$ cat src/rtl/uart_tx_arbiter.sv
// Round-robin, packet-granular arbiter that shares one uart_tx byte transmitter
// between NUM_REQ byte-stream requesters and paces bytes from tx_busy.
module uart_tx_arbiter #(
  parameter int         NUM_REQ   = 4,
  parameter logic [7:0] BUSY_WAIT = 8'd16
) (
  input  logic                 clk,
  input  logic                 rst_n,
  input  logic [NUM_REQ-1:0]   req_valid,
  input  logic [8*NUM_REQ-1:0] req_data,
  input  logic [NUM_REQ-1:0]   req_last,
  output logic [NUM_REQ-1:0]   req_ready,
  output logic [NUM_REQ-1:0]   grant,
  output logic [7:0]           tx_data,
  output logic                 tx_pluse,
  input  logic                 tx_busy,
  output logic                 active
);

  localparam int IDX_W = (NUM_REQ > 1) ? $clog2(NUM_REQ) : 1;

  typedef enum logic [2:0] {
    S_IDLE,
    S_LOAD,
    S_PULSE,
    S_WAIT_HI,
    S_WAIT_LO
  } state_t;

  state_t             r_state;
  logic [IDX_W-1:0]   r_owner;
  logic [IDX_W-1:0]   r_rr_ptr;
  logic               r_last_flag;
  logic [7:0]         r_wait_cnt;
  logic [NUM_REQ-1:0] r_grant;
  logic [7:0]         r_tx_data;
  logic               r_tx_pluse;
  logic               r_active;

  logic [IDX_W-1:0]   w_pick_idx;
  logic               w_own_vld;
  logic [7:0]         w_own_data;
  logic               w_own_last;

  // First valid index at or above ptr, wrapping modulo NUM_REQ.
  function automatic logic [IDX_W-1:0] rr_pick(input logic [NUM_REQ-1:0] vld,
                                               input logic [IDX_W-1:0]   ptr);
    logic [IDX_W-1:0] sel;
    logic [IDX_W-1:0] p;
    int               pos;
    sel = ptr;
    for (int k = NUM_REQ - 1; k >= 0; k--) begin
      pos = (int'(ptr) + k) % NUM_REQ;
      p   = IDX_W'(pos);
      if (vld[p]) sel = p;
    end
    return sel;
  endfunction

  assign w_pick_idx = rr_pick(req_valid, r_rr_ptr);

  always_comb begin
    w_own_vld  = 1'b0;
    w_own_data = 8'h00;
    w_own_last = 1'b0;
    for (int i = 0; i < NUM_REQ; i++) begin
      if (r_grant[i]) begin
        w_own_vld  = req_valid[i];
        w_own_data = req_data[8*i +: 8];
        w_own_last = req_last[i];
      end
    end
  end

  // The accept strobe must coincide with the edge that captures the byte, so it
  // is decoded from the LOAD state rather than registered.
  assign req_ready = (r_state == S_LOAD) ? (r_grant & req_valid) : '0;
  assign grant     = r_grant;
  assign tx_data   = r_tx_data;
  assign tx_pluse  = r_tx_pluse;
  assign active    = r_active;

  always_ff @(posedge clk or negedge rst_n) begin
    if (!rst_n) begin
      r_state     <= S_IDLE;
      r_owner     <= '0;
      r_rr_ptr    <= '0;
      r_last_flag <= 1'b0;
      r_wait_cnt  <= 8'h00;
      r_grant     <= '0;
      r_tx_data   <= 8'h00;
      r_tx_pluse  <= 1'b0;
      r_active    <= 1'b0;
    end else begin
      r_tx_pluse <= 1'b0;
      case (r_state)
        S_IDLE: begin
          if (!tx_busy && (|req_valid)) begin
            r_owner  <= w_pick_idx;
            r_grant  <= NUM_REQ'(1) << w_pick_idx;
            r_active <= 1'b1;
            r_state  <= S_LOAD;
          end
        end
        S_LOAD: begin
          // Packet lock: an owner without a byte stalls everybody.
          if (w_own_vld) begin
            r_tx_data   <= w_own_data;
            r_last_flag <= w_own_last;
            r_tx_pluse  <= 1'b1;
            r_state     <= S_PULSE;
          end
        end
        S_PULSE: begin
          r_wait_cnt <= 8'h00;
          r_state    <= S_WAIT_HI;
        end
        S_WAIT_HI: begin
          // A busy that never shows up must not hang the arbiter.
          if (tx_busy || (r_wait_cnt == BUSY_WAIT - 8'd1)) begin
            r_state <= S_WAIT_LO;
          end else begin
            r_wait_cnt <= r_wait_cnt + 8'd1;
          end
        end
        S_WAIT_LO: begin
          if (!tx_busy) begin
            if (r_last_flag) begin
              r_grant  <= '0;
              r_rr_ptr <= (r_owner == IDX_W'(NUM_REQ - 1)) ? '0 : r_owner + 1'b1;
              r_active <= 1'b0;
              r_state  <= S_IDLE;
            end else begin
              r_state <= S_LOAD;
            end
          end
        end
        default: begin
          r_grant  <= '0;
          r_active <= 1'b0;
          r_state  <= S_IDLE;
        end
      endcase
    end
  end

endmodule
$ cat config.mk
export PLATFORM = sky130hd
export DESIGN_NAME = uart_tx_arbiter
export DESIGN_NICKNAME = d
export VERILOG_FILES = /design/src/rtl/uart_tx_arbiter.sv
export SDC_FILE = /design/constraint.sdc
export NUM_CORES = 1
export LEC_CHECK = 0
export ABC_AREA = 1
export CORE_MARGIN = 5
export CORE_UTILIZATION = 50
export CTS_CLUSTER_DIAMETER = 80
export DETAILED_ROUTE_END_ITERATION = 16
export PLACE_DENSITY = 0.82
export SLEW_MARGIN = 20
export SYNTH_ARGS = -nofsm -noshare
export SYNTH_HDL_FRONTEND = slang
export SYNTH_SLANG_ARGS = --single-unit
$ cat constraint.sdc
create_clock -name clk -period 4.2 [get_ports clk]
set_input_delay 0.42 -clock clk [delete_from_list [all_inputs] [get_ports clk]]
set_output_delay 0.42 -clock clk [all_outputs]
set_load 0.01 [all_outputs]
==> impl_metrics.toml <==
[routing]
num_vias = 1941
drc_errors = 0
first_pass_iters = 4
wl_per_cell_um = 13.3
ant_nets = 0
drt_iter0_drc = 112
routed_wl_um = 4960
vias_per_cell = 5.22

[placed_design]
place.gp.congestion = 0.880
post-dp-hpwl_um = 3890
port_buffers = 60
dpl_cell_area_mm2 = 0.00255

[floorplanning]
io_pins = 61
num_rows = 22
die_x_um = 71.9
start_util_pct = 52.0
coreArea_mm2 = 0.00369
die_y_um = 71.9
die_area_mm2 = 0.00517

[critical_path]
cpMostUsedCell = "nor3_1"
worstPathCellList = "nor3_1 -> inv_1 -> nor3_1 -> clkdlybuf4s50_1"
crit_arrival_ps = 2110
crit_start = "r_state[2]$_DFFE_PN0P_"
cp.required_ps = 3780
timing.rr.start = "grant[2]$_DFFE_PN0P_"
rr_worst_depth = 7
r2r_slack_ps = 2480
worst_setup_path_start_kind = "flip-flop"
crit_slowest_cell = "clkdlybuf4s50_1"
reg2reg_to = "tx_data[0]$_DFFE_PN0P_"
critPathCapture = "req_ready[2]"
crit_type = "reg -> out"
critPathMaxStageDelay_ps = 600
crit_fanout = 8
endpoint_kind = "primary output"

[synthesis]
syn_avg_cell_area_um2 = 7.32
synth_fp_nets = 307
synth_seq_area_share_pct = 39.1
yosys_warnings = 0
synth_cell_type_count = 30
syn_inst = 262
yosys_register_bits = 30
mappedNetlistArea_mm2 = 0.00192

[sta]
period_minus_slack_ps = 2530
hold_violations = 0
max_freq_mhz = 395
maxSlewViolCount = 0
fin_crit_sh_pct = 60.2
worst_pin_slew_ps = 608
clock_skew_ps = 7.89
setup_tns_ps = 0
rsz0062_at_grt = "no"
setup_viol = 0
max_slew_margin_pct = 59.5

[final_layout]
regArea_um2 = 751
final_util_pct = 71.6
design_area_mm2 = 0.00264
multi_input_area_mm2 = 0.00102
num-nets-final = 368
diodes = 0
syn_to_final_growth_pct = 37.7
layout-drive-gt1-share_pct = 5.25
fill_cells = 308

[clock_tree]
cts_tree = "yes"
clockBufferDepth = 2
cts_setup_buffers = 0
cts_resized = 0
insertion_delay_ps = 280
cts_root_buf = "clkbuf_8"
ctsHoldBuffers = 0
htree_levels = 2
clk_pin_slew_ps = 70
cts-buffers-inserted = 5
clock_sinks = 30

[outcome]
status = "finished clean"

[global_route]
grt-ovfl-total = 0
antenna_found_initial = 0
grt_pass1_wl_um = 8320
grt_pass1_vias = 1858
grt_max_degree = 31
track_usage_pct = 20.4

[pwr]
power_density_mw_per_mm2 = 582
ir_drop_uv = 365
leakage_nw = 1.18

[flow_run]
cap_violations = 0

[worst_hold_path]
min_path_type = "reg -> reg"
[routing by layer]
metal / global-route usage (%) / routed length [um] / vias to the layer above
met5: 0 / 0 / -
met4: 7.10 / 72 / 0
met3: 7.48 / 528 / 6
met2: 31.8 / 2230 / 87
met1: 26.0 / 2120 / 855
li1: - / - / 993
[sequential cells by signal, indices dropped and copies added, names as in the netlist]
register	count
tx_pluse	1
r_last_flag	1
r_state	3
active	1
r_owner	2
grant	4
r_wait_cnt	8
r_rr_ptr	2
tx_data	8
[cells in the final DEF, fill, tap and decap left out, types with 5 or more instances in the layout]
master	Yosys	final
inv_1	28	28
a22oi_1	9	9
mux2i_1	9	9
dfrtp_1	30	30
nor3_1	5	5
clkdlybuf4s50_1	0	60
nand2_1	84	84
nand3_1	16	16
clkbuf_8	0	6
o21ai_0	30	30
nor2_1	12	12
nand4_1	7	7
[cell usage after synthesis, drive strengths merged]
library cell,count,share of area [%]
clkbuf,2,0.39
o211ai,1,0.39
nor2,13,2.7
nand3b,3,1.2
nand4,7,2.3
ha,2,1.3
inv,28,5.5
nor3,6,2.2
nand3,17,5.1
or2,1,0.33
mux2i,9,4.7
a21oi,4,1.0
nand2,87,18
o21ai,32,8.5
o31ai,1,0.39
a31oi,2,0.65
a22oi,9,3.5
buf,5,1.7
dfrtp,30,39
xor2,3,1.4
[stage by stage]
stage,total power (W),setup slack (ps),hold WS [ps],std cells
final,0.00154,1670,491,372
after global routing,0.00168,1580,525,372
after CTS,0.00155,1670,500,372
after detailed placement,0.00130,2000,481,364
after global placement,0.00128,2000,467,364
after floorplan,0.000992,2570,124,262
[kinds of logic (layout without fill, tap and decap cells)]
| family | count (synthesis) | count (layout) | synth area share [%] |
|---|---|---|---|
| flip-flops | 30 | 30 | 39.1 |
| XOR/XNOR | 3 | 3 | 1.37 |
| adder cells (fa/ha/maj) | 2 | 2 | 1.30 |
| buffers and inverters | 35 | 97 | 7.57 |
| multiplexers | 9 | 9 | 4.70 |
| AND/OR/NAND/NOR | 134 | 134 | 31.4 |
| AO/OA/AOI/OAI | 49 | 49 | 14.5 |
[final cells by class]
cell class	instances	share of cell area [%]
Tap cell	48	2.27
Timing Repair Buffer	61	23.0
Inverter	28	3.98
Sequential cell	30	28.4
Multi-Input combinational cell	197	38.7
Clock buffer	6	3.13
Clock inverter	2	0.474
[report_power, final]
group	switching (W)	total, W	internal (W)	leakage (nW)
Combinational	0.000429	0.000769	0.000340	0.745
Clock	0.000115	0.000246	0.000132	0.0472
Sequential	0.000131	0.000522	0.000390	0.392
Total	0.000676	0.00154	0.000862	1.18
[how the worst min path moves through the flow]
stage | cells past startpoint | from | endpoint | slack (ps)
floorplan | 0 | rst_n | active$_DFFE_PN0P_ | 120
global placement | 2 | active$_DFFE_PN0P_ | active$_DFFE_PN0P_ | 470
detailed placement | 2 | active$_DFFE_PN0P_ | active$_DFFE_PN0P_ | 480
CTS | 2 | active$_DFFE_PN0P_ | active$_DFFE_PN0P_ | 500
global route | 2 | tx_data[6]$_DFFE_PN0P_ | tx_data[6]$_DFFE_PN0P_ | 520
finish | 2 | active$_DFFE_PN0P_ | active$_DFFE_PN0P_ | 490
[critical path, delay by kind of cell, from the launching register on]
kind                   cells  cell delay (ps)
buffers and inverters      2              780
and+or+nand+nor            2              570
DFF                        1              470
Note: power is estimated with default switching activity, not from simulation.
